### src/rtl/core_wb_arbiter_pkg.sv
// rtl/core_wb_arbiter_pkg.sv - shared uarch types for the writeback path
// Writeback line, register index, retire mask and source enum used by the arbiter.
package core_wb_arbiter_pkg;
  localparam int NUM_WB_SRC = 3;
  localparam int REG_IDX_W  = 4;
  localparam int NUM_REGS   = 1 << REG_IDX_W;
  localparam int WB_VALUE_W = 16;

  typedef logic [REG_IDX_W-1:0] reg_idx_t;
  typedef logic [NUM_REGS-1:0]  hword;

  typedef enum logic [1:0] {
    WB_ALU = 2'd0,
    WB_MUL = 2'd1,
    WB_MEM = 2'd2
  } wb_src_e;

  typedef struct packed {
    reg_idx_t              rd;
    logic [WB_VALUE_W-1:0] value;
    logic                  ready;
  } wb_line;

  function automatic wb_src_e wb_next_src(wb_src_e s);
    case (s)
      WB_ALU:  return WB_MUL;
      WB_MUL:  return WB_MEM;
      default: return WB_ALU;
    endcase
  endfunction

  function automatic hword onehot_rd(reg_idx_t rd);
    return hword'(1) << rd;
  endfunction
endpackage

### src/rtl/core_wb_fifo.sv
// rtl/core_wb_fifo.sv - per-source writeback FIFO
// A push into a full FIFO is dropped unless the head pops on the same edge.
module core_wb_fifo
  import core_wb_arbiter_pkg::*;
#(
  parameter int W     = 16,
  parameter int DEPTH = 4
) (
  input  logic         clk,
  input  logic         rst_n,
  input  logic         i_push,
  input  reg_idx_t     i_push_rd,
  input  logic [W-1:0] i_push_value,
  input  logic         i_pop,
  output reg_idx_t     o_head_rd,
  output logic [W-1:0] o_head_value,
  output logic         o_empty,
  output logic         o_almost_full,
  output logic         o_drop
);
  localparam int AW = $clog2(DEPTH);
  localparam logic [AW:0] CNT_FULL = (AW+1)'(DEPTH);
  localparam logic [AW:0] CNT_AFULL = (AW+1)'(DEPTH - 1);

  logic [AW-1:0] r_wr_ptr;
  logic [AW-1:0] r_rd_ptr;
  logic [AW:0]   r_count;
  reg_idx_t      r_rd_mem  [DEPTH];
  logic [W-1:0]  r_val_mem [DEPTH];

  logic w_full;
  logic w_pop;
  logic w_push;

  assign w_full        = (r_count == CNT_FULL);
  assign o_empty       = (r_count == '0);
  assign o_almost_full = (r_count >= CNT_AFULL);
  assign w_pop         = i_pop && !o_empty;
  assign w_push        = i_push && (!w_full || w_pop);
  assign o_drop        = i_push && w_full && !w_pop;
  assign o_head_rd     = r_rd_mem[r_rd_ptr];
  assign o_head_value  = r_val_mem[r_rd_ptr];

  always_ff @(posedge clk or negedge rst_n) begin
    if (!rst_n) begin
      r_wr_ptr <= '0;
      r_rd_ptr <= '0;
      r_count  <= '0;
    end else begin
      if (w_push) r_wr_ptr <= r_wr_ptr + 1'b1;
      if (w_pop)  r_rd_ptr <= r_rd_ptr + 1'b1;
      case ({w_push, w_pop})
        2'b10:   r_count <= r_count + 1'b1;
        2'b01:   r_count <= r_count - 1'b1;
        default: r_count <= r_count;
      endcase
    end
  end

  // Storage carries no reset; validity is tracked by the pointers alone.
  always_ff @(posedge clk) begin
    if (w_push) begin
      r_rd_mem[r_wr_ptr]  <= i_push_rd;
      r_val_mem[r_wr_ptr] <= i_push_value;
    end
  end
endmodule

### src/rtl/core_wb_arbiter.sv
// rtl/core_wb_arbiter.sv - round-robin writeback arbiter for alu/mul/mem results
// One register-file write per cycle; each source is buffered in its own FIFO.
module core_wb_arbiter
  import core_wb_arbiter_pkg::*;
#(
  parameter int W     = 16,
  parameter int DEPTH = 4
) (
  input  logic                  clk,
  input  logic                  rst_n,
  input  wb_line                i_alu_wb,
  input  wb_line                i_mul_wb,
  input  wb_line                i_mem_wb,
  output logic [NUM_WB_SRC-1:0] o_src_full,
  output logic                  o_rf_we,
  output reg_idx_t              o_rf_rd,
  output logic [W-1:0]          o_rf_value,
  output hword                  o_retire_mask,
  output logic                  o_overflow
);
  wb_line                w_src        [NUM_WB_SRC];
  reg_idx_t              w_head_rd    [NUM_WB_SRC];
  logic [W-1:0]          w_head_value [NUM_WB_SRC];
  logic [NUM_WB_SRC-1:0] w_empty;
  logic [NUM_WB_SRC-1:0] w_pop;
  logic [NUM_WB_SRC-1:0] w_drop;
  logic                  w_grant;
  wb_src_e               w_grant_src;
  wb_src_e               w_cand;

  wb_src_e  r_last;
  logic     r_rf_we;
  reg_idx_t r_rf_rd;
  logic [W-1:0] r_rf_value;
  hword     r_retire_mask;
  logic     r_overflow;

  assign w_src[WB_ALU] = i_alu_wb;
  assign w_src[WB_MUL] = i_mul_wb;
  assign w_src[WB_MEM] = i_mem_wb;

  for (genvar g = 0; g < NUM_WB_SRC; g++) begin : g_fifo
    assign w_pop[g] = w_grant && (w_grant_src == wb_src_e'(g));

    core_wb_fifo #(.W(W), .DEPTH(DEPTH)) u_fifo (
      .clk           (clk),
      .rst_n         (rst_n),
      .i_push        (w_src[g].ready),
      .i_push_rd     (w_src[g].rd),
      .i_push_value  (w_src[g].value[W-1:0]),
      .i_pop         (w_pop[g]),
      .o_head_rd     (w_head_rd[g]),
      .o_head_value  (w_head_value[g]),
      .o_empty       (w_empty[g]),
      .o_almost_full (o_src_full[g]),
      .o_drop        (w_drop[g])
    );
  end

  // Search begins at the source after the last winner.
  always_comb begin
    w_grant     = 1'b0;
    w_grant_src = r_last;
    w_cand      = r_last;
    for (int i = 0; i < NUM_WB_SRC; i++) begin
      w_cand = wb_next_src(w_cand);
      if (!w_grant && !w_empty[w_cand]) begin
        w_grant     = 1'b1;
        w_grant_src = w_cand;
      end
    end
  end

  always_ff @(posedge clk or negedge rst_n) begin
    if (!rst_n) begin
      r_last        <= WB_MEM;
      r_rf_we       <= 1'b0;
      r_retire_mask <= '0;
      r_overflow    <= 1'b0;
    end else begin
      r_rf_we       <= w_grant;
      r_retire_mask <= w_grant ? onehot_rd(w_head_rd[w_grant_src]) : '0;
      if (w_grant) r_last <= w_grant_src;
      if (|w_drop) r_overflow <= 1'b1;
    end
  end

  always_ff @(posedge clk) begin
    if (w_grant) begin
      r_rf_rd    <= w_head_rd[w_grant_src];
      r_rf_value <= w_head_value[w_grant_src];
    end
  end

  assign o_rf_we       = r_rf_we;
  assign o_rf_rd       = r_rf_rd;
  assign o_rf_value    = r_rf_value;
  assign o_retire_mask = r_retire_mask;
  assign o_overflow    = r_overflow;

  // Cross-source hazards to one rd must have been blocked by the scoreboard.
  a_distinct_head_rd: assert property (@(posedge clk) disable iff (!rst_n)
    !((!w_empty[0] && !w_empty[1] && w_head_rd[0] == w_head_rd[1]) ||
      (!w_empty[0] && !w_empty[2] && w_head_rd[0] == w_head_rd[2]) ||
      (!w_empty[1] && !w_empty[2] && w_head_rd[1] == w_head_rd[2])));
endmodule

### config.mk
export PLATFORM = sky130hd
export DESIGN_NAME = core_wb_arbiter
export DESIGN_NICKNAME = d
export VERILOG_FILES = /design/src/rtl/core_wb_arbiter_pkg.sv /design/src/rtl/core_wb_fifo.sv /design/src/rtl/core_wb_arbiter.sv
export SDC_FILE = /design/constraint.sdc
export NUM_CORES = 1
export LEC_CHECK = 0
export ABC_AREA = 1
export CELL_PAD_IN_SITES_DETAIL_PLACEMENT = 1
export CELL_PAD_IN_SITES_GLOBAL_PLACEMENT = 1
export CORE_ASPECT_RATIO = 0.5
export CORE_MARGIN = 3
export CORE_UTILIZATION = 51
export CTS_CLUSTER_SIZE = 14
export DETAILED_ROUTE_END_ITERATION = 10
export GPL_ROUTABILITY_DRIVEN = 0
export PLACE_DENSITY = 0.95
export SYNTH_ARGS = -nofsm -noshare
export SYNTH_HDL_FRONTEND = slang
export SYNTH_HIERARCHICAL = 1
export SYNTH_SLANG_ARGS = --single-unit
### constraint.sdc
create_clock -name clk -period 5.45 [get_ports clk]
set_input_delay 0.545 -clock clk [delete_from_list [all_inputs] [get_ports clk]]
set_output_delay 0.545 -clock clk [all_outputs]
set_load 0.05 [all_outputs]
==> run metrics, run 1 <==
IO buf count 105; Top Metal Used met4; Layout Nets 1,185; R2R depth 16; # Post-CTS Setup Buffers 0; syn_area_per_cell 12.3 sq um; worst endpoint required time 5.70 ns; clock transition at the registers of the reported paths 0.07 ns; commonest non-fill, non-tap cells in the layout 260 x edfxtp_1, 171 x nor2_1, 104 x clkdlybuf4s50_1; first-pass GRT wire length 58.7 mm; Fillers 2,318; met2 wire length 18.9 mm; ANT nets after route 0; I/O pins 106; Cell variety after synth 32; Worst slew margin 20.7%; Synth Register Bits 301; vias in the first global route 9,542; Post-CTS Hold Buffers 0; htree depth 1; # clock sinks 301; CP Class register to register; Pins Over Slew Limit 0; Max Cap Viol 0; Critical Path Start Type register; Tcrit/Tclk final 71.9%; Syn Nets 1,076; synth warn 6; Bufs on Longest Clock Path 3; Fin. Hold Viols 0; CP arrival 4.17 ns; CTS tree done; drt first pass iters 6; total grt overflow 0; status completed; Setup Viol. Count Final 0; Mapped Area 12,300 sq um; setup TNS 0 ns; die width 226 um; Critical Path End Type register; Slew @ Worst Pin 1.19 ns; fin worst setup slack 1.53 ns; GRT Util Overall 30.0%; Tot Pwr 10.3 mW; largest net degree at the start of global routing 43; TritonCTS Buffers 27; Initial Utilization 52.9%; area delta synth->final 18.2%; Static Leakage 5.33 nW; die area 26,100 sq um; DR vias/cell 6.30; Pwr per Cell Area 712 nW/um^2; crit path time final 3.92 ns; initial antenna violation count 1; peak supply drop 373 uV; DP Worst Slack 1.66 ns; # DRC 0; Crit Path Max Fanout 13; Die Y 116 um; 1st-iter DRT viols 1,218; Avg WL per Cell 27.1 um; via count 9,033; Gate Count Post-Synth 996; WL met3 3.35 mm; Core Rows 39; worst r2r dst g_fifo[1].u_fifo/r_rd_mem[2][0]; HP Class input pin to asynchronous set/reset pin; hpwl dp 23.3 mm; area of the core 23,200 sq um; post_cts resized 0; Final Non-Filler Cells 1,433; wire length on met1 14.8 mm; R2R setup slack 1.53 ns; Peak Freq 0.255 GHz; Clk Latency, worst-skew pair 0.57 ns; Clk Tree Root Cell clkbuf_16; Post-Place Cells 1,383; worst reg2reg path startpoint g_fifo[1].u_fifo/r_count[0]; sequential area share after synthesis 71.9%; Setup Skew 0.0174 ns; layout cell share with drive strength beyond 1 9.42%; Hold Slack 0.161 ns; unrepaired setup endpoints after global routing false; commonest non-fill, non-tap cell in the layout edfxtp_1; total wire length 38.9 mm
## cells by family after synthesis
logic type | Yosys count | share of synthesized area (%)
AOI/OAI and AO/OA | 194 | 8.54
and+or+nand+nor | 372 | 13.8
xor gates and xnor gates | 9 | 0.641
buffers and inverters | 105 | 3.43
DFF | 301 | 71.9
adders and majority gates | 15 | 1.71
## critical path, stage by stage, from the launching register on
cell and delay (ns):
dfrtp_1 0.44, nor2_4 0.20, nand2_2 0.13, inv_1 0.15
inv_1 0.10, nor2_1 0.14, nor2_1 0.08, nand2_2 0.12
inv_2 0.07, nand2_1 0.24, nand2_4 0.15, nor2_1 0.31
inv_1 0.15, nand3_1 0.19, nand2_2 0.19, nor2_1 0.57
buf_4 0.36
## flip-flops by register name (all words and copies together) (netlist names)
signal,flops
g_fifo.u_fifo/r_val_mem,192
g_fifo.u_fifo/r_rd_mem,48
o_retire_mask,16
o_rf_value,16
g_fifo.u_fifo/r_count,9
g_fifo.u_fifo/r_rd_ptr,6
g_fifo.u_fifo/r_wr_ptr,6
o_rf_rd,4
r_last,2
o_overflow,1
o_rf_we,1
## cell type report
class,count,area (sq um),share of cell area [%]
clock inverters,8,129,0.887
inverters,65,244,1.68
clock buffers,41,738,5.08
multi-input cells,590,3030,20.9
well taps,307,384,2.64
diodes,1,2.50,0.0172
flip-flops and latches,301,8830,60.8
repair buffers,120,1160,7.98
## layer usage
layer | GRT usage (%) | vias to the layer above
li1 | - | 3746
met1 | 37.5 | 4501
met2 | 53.0 | 617
met3 | 5.19 | 169
met4 | 12.2 | 0
met5 | 0 | -
## synthesized netlist by cell type
library cell	count	area, sq um
a21oi_1	6	30.0
buf_1	3	11.3
buf_2	10	50.1
buf_4	2	15.0
buf_6	1	11.3
clkbuf_1	24	90.1
clkinv_1	1	3.75
dfrtp_1	40	1000
dfstp_2	1	26.3
edfxtp_1	260	7810
fa_1	3	60.1
ha_1	12	150
inv_1	56	210
inv_2	8	30.0
nand2_1	89	334
nand2_2	25	156
nand2_4	4	45.0
nand3_1	60	300
nand3_2	7	70.1
nand3_4	1	17.5
nand3b_1	1	7.51
nand4_1	4	25.0
nor2_1	171	642
nor2_2	1	6.26
nor2_4	7	78.8
nor3_1	1	5.00
o21ai_0	52	260
o21ai_1	75	375
o21ai_2	1	8.76
o22ai_1	60	375
or4_1	1	7.51
xor2_1	9	78.8
## through the flow
step / utilization (%) / cell area, sq um
finish: 62.5 / 14500
global route: 62.5 / 14500
CTS: 62.5 / 14500
detailed placement: 58.8 / 13700
global placement: 58.8 / 13700
floorplan: - / 12300
## power breakdown
part | total, mW | switching (mW) | internal [mW]
clock network | 1.96 | 0.881 | 1.08
logic | 4.81 | 3.57 | 1.24
registers | 3.58 | 0.343 | 3.23
## how the worst max path moves through the flow
stage,cells after the start,startpoint,endpoint
6_report,16,g_fifo[1].u_fifo/r_count[0],g_fifo[1].u_fifo/r_rd_mem[2][0]
4_1_cts,16,g_fifo[2].u_fifo/r_count[0],g_fifo[1].u_fifo/r_rd_mem[2][3]
2_1_floorplan,15,g_fifo[2].u_fifo/r_count[0],g_fifo[0].u_fifo/r_rd_mem[0][0]
5_1_grt,16,g_fifo[1].u_fifo/r_count[0],g_fifo[1].u_fifo/r_rd_mem[2][3]
3_3_place_gp,16,g_fifo[2].u_fifo/r_count[0],g_fifo[1].u_fifo/r_val_mem[2][3]
3_5_place_dp,16,g_fifo[2].u_fifo/r_count[0],g_fifo[1].u_fifo/r_rd_mem[2][2]
No activity file was read; power rests on OpenSTA's default activity.
==> run 2: changes to the inputs <==
CORE_UTILIZATION = 47   (was 51)
PLACE_DENSITY = 0.89   (was 0.95)
clock period = 4.1 ns   (was 5.45 ns; I/O delays follow)
==> run 2 against run 1 <==
- combinational power up 28%
- critical path depth up 2
- largest cell class unchanged
- worst hold slack worse by 0.13 ns
- clock power up 24%
- total power up 28%
- clock-buffer cell count up 3
- flip-flop and latch count unchanged
- fmax up 15%
- die area up 8.2%
==> run metrics, run 2 (same netlist as run 1, synthesis figures left out) <==
Pwr per Cell Area 912 nW/um^2 (was 712 nW/um^2); wire length on met1 13.6 mm (was 14.8 mm); status completed (unchanged); Tot Pwr 13.3 mW (was 10.3 mW); # clock sinks 301 (unchanged); Layout Nets 1,186 (was 1,185); via count 8,581 (was 9,033); drt first pass iters 5 (was 6); met2 wire length 17.6 mm (was 18.9 mm); CTS tree done (unchanged); Initial Utilization 48.3% (was 52.9%); area delta synth->final 18.3% (was 18.2%); TritonCTS Buffers 27 (unchanged); HP Class input pin to asynchronous set/reset pin (unchanged); layout cell share with drive strength beyond 1 9.58% (was 9.42%); largest net degree at the start of global routing 43 (unchanged); Fin. Hold Viols 0 (unchanged); unrepaired setup endpoints after global routing false (unchanged); Critical Path End Type register (unchanged); Static Leakage 5.31 nW (was 5.33 nW); post_cts resized 0 (unchanged); Core Rows 41 (was 39); DR vias/cell 5.83 (was 6.30); setup TNS 0 ns (unchanged); Clk Tree Root Cell clkbuf_16 (unchanged); die width 235 um (was 226 um); Pins Over Slew Limit 0 (unchanged); Tcrit/Tclk final 83.5% (was 71.9%); htree depth 1 (unchanged); I/O pins 106 (unchanged); commonest non-fill, non-tap cells in the layout 260 x edfxtp_1, 171 x nor2_1, 104 x clkdlybuf4s50_1 (unchanged); IO buf count 105 (unchanged); # DRC 0 (unchanged); initial antenna violation count 2 (was 1); Clk Latency, worst-skew pair 0.56 ns (was 0.57 ns); Fillers 2,603 (was 2,318); GRT Util Overall 24.6% (was 30.0%); max FFs per register 192 (unchanged); 1st-iter DRT viols 837 (was 1,218); # Post-CTS Setup Buffers 0 (unchanged); Largest Register g_fifo.u_fifo/r_val_mem (unchanged); crit path time final 3.42 ns (was 3.92 ns); clock transition at the registers of the reported paths 0.07 ns (about the same); area of the core 25,400 sq um (was 23,200 sq um); Max Cap Viol 0 (unchanged); first-pass GRT wire length 53.1 mm (was 58.7 mm); ANT nets after route 0 (unchanged); worst endpoint required time 4.59 ns (was 5.70 ns); final core utilization 57.1% (was 62.5%); Crit Path Max Fanout 10 (was 13); hpwl dp 22.5 mm (was 23.3 mm); Setup Viol. Count Final 0 (unchanged); peak supply drop 420 uV (was 373 uV); CP Class register to register (unchanged); Worst slew margin 16.1% (was 20.7%); Post-CTS Hold Buffers 0 (unchanged); Slew @ Worst Pin 1.26 ns (was 1.19 ns); Placed Area 13,700 sq um (about the same); biggest regs g_fifo.u_fifo/r_val_mem: 192 flops, g_fifo.u_fifo/r_rd_mem: 48 flops (unchanged); CP arrival 3.92 ns (was 4.17 ns); Setup Skew 0.0130 ns (was 0.0174 ns); Top Metal Used met4 (unchanged); Post-Place Cells 1,421 (was 1,383); Die Y 120 um (was 116 um); total grt overflow 0 (unchanged); total wire length 34.9 mm (was 38.9 mm); Avg WL per Cell 23.7 um (was 27.1 um); vias in the first global route 9,186 (was 9,542); die area 28,200 sq um (was 26,100 sq um); post-route cell area 14,500 sq um (about the same); Bufs on Longest Clock Path 3 (unchanged); Final Non-Filler Cells 1,473 (was 1,433); Peak Freq 0.292 GHz (was 0.255 GHz); WL met3 2.30 mm (was 3.35 mm); Critical Path Start Type register (unchanged); commonest non-fill, non-tap cell in the layout edfxtp_1 (unchanged)
==> run 2: cell types whose count changed in the layout (fill, tap and decap cells not counted), sizes merged <==
cell	previous run	this run
bufinv	3	0
clkbuf	41	44
clkinvlp	0	2
buf	16	17
clkinv	5	4
diode	1	2
==> run 2: per-layer routing <==
metal	vias to the layer above	global-route usage (%)
met5	-	0
met3	109	4.81
li1	3746	-
met4	0	9.08
met1	4371	29.6
met2	355	44.3
==> run 2: power by group <==
part	total, mW	switching [mW]	internal (mW)
combinational	6.16	4.51	1.65
sequential	4.67	0.380	4.29
clock	2.43	1.11	1.32
==> run 2: worst max-delay path, cell delays in order (launching register included) <==
cell and delay (ns):
dfrtp_1 0.43, nor2_4 0.18, nand2_2 0.09, inv_1 0.13
nand3_1 0.13, nand2_1 0.13, nor2_4 0.06, nand2_1 0.12
o21ai_2 0.08, nand2_2 0.20, inv_1 0.22, nor3_1 0.42
nand3_1 0.24, fa_1 0.47, inv_1 0.12, nand4_1 0.13
nand3_1 0.11, nand2_1 0.06, inv_1 0.05
==> run 2: layout make-up <==
| class | instances | area, sq um | area share, % |
|---|---|---|---|
| diodes | 2 | 5.00 | 0.0344 |
| repair buffers | 121 | 1170 | 8.02 |
| clock inverters | 6 | 36.3 | 0.250 |
| well taps | 344 | 430 | 2.96 |
| clock buffers | 44 | 790 | 5.43 |
| inverters | 65 | 244 | 1.68 |
| flip-flops and latches | 301 | 8830 | 60.8 |
| multi-input cells | 590 | 3030 | 20.9 |
==> run 2: worst paths after layout <==
path,start,to,slack (ns),cells past startpoint
setup / recovery,g_fifo[0].u_fifo/r_count[0],g_fifo[0].u_fifo/r_count[2],0.68,18
hold / removal,rst_n,g_fifo[2].u_fifo/r_wr_ptr[1],0.03,1
setup reg to reg,g_fifo[0].u_fifo/r_count[0],g_fifo[0].u_fifo/r_count[2],0.68,18
hold reg to reg,o_overflow,o_overflow,0.53,1
max in group asynchronous,rst_n,g_fifo[0].u_fifo/r_count[0],3.44,1
min in group clk,i_mul_wb[12],g_fifo[1].u_fifo/r_val_mem[0][11],0.49,1
==> run 2: metrics by stage <==
stage               worst slack, ns  hold slack (ns)
CTS                           0.686           0.0462
finish                        0.677           0.0311
global placement              0.995            0.529
floorplan                     0.701            0.114
global route                  0.381           0.0980
detailed placement            0.722            0.525
==> run 3: changes to the inputs <==
CORE_UTILIZATION = 42   (was 47)
PLACE_DENSITY = 0.85   (was 0.89)
clock period = 3.03 ns   (was 4.1 ns; I/O delays follow)
==> run 3 against run 2 <==
- final area is 3.0% higher
- first-iteration DRC count decreased by 12%
- sequential power up 35%
- clock-buffer cell count fell by 2
- critical path depth fell by 3
- flip-flop and latch count did not move
- via count decreased by 0.26%
- cell count grew 3.8%
- non-clock buffer count increased by 19
- worst hold slack improved by 0.34 ns
==> run metrics, run 3 (same netlist as run 1, synthesis figures left out) <==
total grt overflow 0 (unchanged); total wire length 35.0 mm (was 34.9 mm); IO buf count 105 (unchanged); biggest regs g_fifo.u_fifo/r_val_mem: 192 flops, g_fifo.u_fifo/r_rd_mem: 48 flops (unchanged); CTS tree done (unchanged); switch share 44.9% (was 45.2%); Pins Over Slew Limit 0 (unchanged); I/O pins 106 (unchanged); max incr delay on CP 0.43 ns (was 0.47 ns); Gate power share 48.4% (was 46.5%); Fin. Hold Viols 0 (unchanged); P_sw 8.27 mW (was 6.00 mW); P_int 10.2 mW (was 7.26 mW); Peak Freq 0.343 GHz (was 0.292 GHz); area delta synth->final 21.9% (was 18.3%); Max Cap Viol 0 (unchanged); peak supply drop 611 uV (was 420 uV); DR vias/cell 5.60 (was 5.83); Tcrit/Tclk final 96.3% (was 83.5%); max FFs per register 192 (unchanged); area of the core 28,200 sq um (was 25,400 sq um); Setup Viol. Count Final 0 (unchanged); hpwl dp 23.9 mm (was 22.5 mm); Initial Utilization 43.5% (was 48.3%); Pwr per Cell Area 1230 nW/um^2 (was 912 nW/um^2); largest net degree at the start of global routing 42 (was 43); CP arrival 3.18 ns (was 3.92 ns); commonest non-fill, non-tap cells in the layout 260 x edfxtp_1, 160 x nor2_1, 104 x clkdlybuf4s50_1 (was 260 x edfxtp_1, 171 x nor2_1, 104 x clkdlybuf4s50_1); worst endpoint required time 3.29 ns (was 4.59 ns); Bufs on Longest Clock Path 3 (unchanged); Slew @ Worst Pin 1.08 ns (was 1.26 ns); crit path time final 2.92 ns (was 3.42 ns); Layout Nets 1,205 (was 1,186); HP Class input pin to register (was input pin to asynchronous set/reset pin); CP Buf/Inv Count 4 (unchanged); Crit Path Max Fanout 20 (was 10); share of total power in the clock network 17.5% (was 18.3%); Core Rows 43 (was 41); R2R setup slack 0.11 ns (was 0.68 ns); CP delay by family, top simple AND/OR/NAND/NOR gates (unchanged); Static Leakage 5.44 nW (was 5.31 nW); CP Class register to register (unchanged); via count 8,559 (was 8,581); Setup Skew 0.0146 ns (was 0.0130 ns); commonest non-fill, non-tap cell in the layout edfxtp_1 (unchanged); fin worst setup slack 0.114 ns (was 0.677 ns); clock transition at the registers of the reported paths 0.07 ns (about the same); crit-path most repeated cell nand2_2 (was inv_1); drt first pass iters 5 (unchanged); ANT nets after route 0 (unchanged); TritonCTS Buffers 27 (unchanged); Clk Tree Root Cell clkbuf_16 (unchanged); Clk Latency, worst-skew pair 0.56 ns (about the same); first-pass GRT wire length 53.1 mm (about the same); Avg WL per Cell 22.9 um (was 23.7 um); Tot Pwr 18.4 mW (was 13.3 mW); Worst slew margin 28.0% (was 16.1%); # clock sinks 301 (unchanged); layout cell share with drive strength beyond 1 12.4% (was 9.58%); Reg power frac 34.1% (was 35.2%); Largest Register g_fifo.u_fifo/r_val_mem (unchanged); vias in the first global route 9,157 (was 9,186); htree depth 1 (unchanged); die area 31,500 sq um (was 28,200 sq um); GRT Util Overall 22.2% (was 24.6%); 1st-iter DRT viols 736 (was 837); die width 248 um (was 235 um); DP Worst Slack -0.0688 ns (was 0.722 ns); initial antenna violation count 2 (unchanged); unrepaired setup endpoints after global routing true (was false); slowest cell on the critical path dfrtp_1 (was fa_1); Die Y 127 um (was 120 um); CP cell instances nor2_4, nand2_2, inv_1, nand3_2, nand3_4, nand2_1, o21ai_2, nand2_2, buf_4, nor2_2, inv_1, nand3_1, nand2_2, nor2_1, buf_12 (was nor2_4, nand2_2, inv_1, nand3_1, nand2_1, nor2_4, nand2_1, o21ai_2, nand2_2, inv_1, nor3_1, nand3_1, fa_1, inv_1, nand4_1, nand3_1, nand2_1, inv_1); status completed (unchanged); # DRC 0 (unchanged); Critical Path Start Type register (unchanged); Critical Path End Type register (unchanged)
==> run 3: power by group through the flow <==
stage / clock [mW] / combinational [mW] / sequential [mW]
2_1_floorplan: 0 / 5.00 / 6.74
3_3_place_gp: 0 / 7.92 / 6.28
3_5_place_dp: 0 / 8.58 / 6.36
4_1_cts: 3.28 / 8.75 / 6.29
5_1_grt: 3.45 / 9.74 / 6.35
6_report: 3.22 / 8.92 / 6.29
==> run 3: what timing repair did <==
item,in CTS,in global routing
pin swaps,0,3
hold endpoints to repair,40,0
buffers inserted,0,2
endpoints found under the setup margin,122,247
resized for setup,9,18
hold buffers,1,0
==> run 3: cell type report <==
type | count | area, sq um
multi-input combinational | 590 | 3150
timing repair buffer | 140 | 1460
inverter | 65 | 244
tap | 382 | 478
clock inverter | 8 | 51.3
clock buffer | 42 | 752
antenna | 1 | 2.50
fill | 2864 | 13300
sequential | 301 | 8830
==> run 3: layer usage <==
layer  track usage (%)  part of all wire [%]
met4              7.85                   3.1
met1              27.1                    39
met3              4.22                   5.9
met2              39.5                    52
met5                 0                 0.037
==> run 3: stage by stage <==
step	setup TNS (ns)	hold WS, ns	cell area (sq um)	utilization (%)	cells
after CTS	0	0.349	14900	52.7	1526
after floorplan	-12.35	0.00741	12300	-	996
final	0	0.373	15000	53.0	1529
after global routing	-2.07	0.368	15000	53.0	1529
after global placement	0	0.516	14000	49.7	1475
after detailed placement	-2.87	0.537	14000	49.7	1475
==> run 3: path summary, 6_finish.rpt <==
check,startpoint,to,cells past startpoint
worst max-delay path,g_fifo[2].u_fifo/r_count[0],g_fifo[2].u_fifo/r_val_mem[0][10],15
worst min-delay path,i_mul_wb[15],g_fifo[1].u_fifo/r_val_mem[0][14],1
worst max register to register,g_fifo[2].u_fifo/r_count[0],g_fifo[2].u_fifo/r_val_mem[0][10],15
worst min register to register,o_overflow,o_overflow,1
max in group asynchronous,rst_n,g_fifo[2].u_fifo/r_count[0],2
min in group asynchronous,rst_n,g_fifo[1].u_fifo/r_rd_ptr[1],2
==> run 3: worst register-to-register path, cell delays in order, from the launching register on <==
cell and delay, ns:
dfrtp_1 0.43, nor2_4 0.16, nand2_2 0.09, inv_1 0.13
nand3_2 0.14, nand3_4 0.15, nand2_1 0.14, o21ai_2 0.10
nand2_2 0.08, buf_4 0.18, nor2_2 0.17, inv_1 0.09
nand3_1 0.14, nand2_2 0.14, nor2_1 0.23, buf_12 0.23
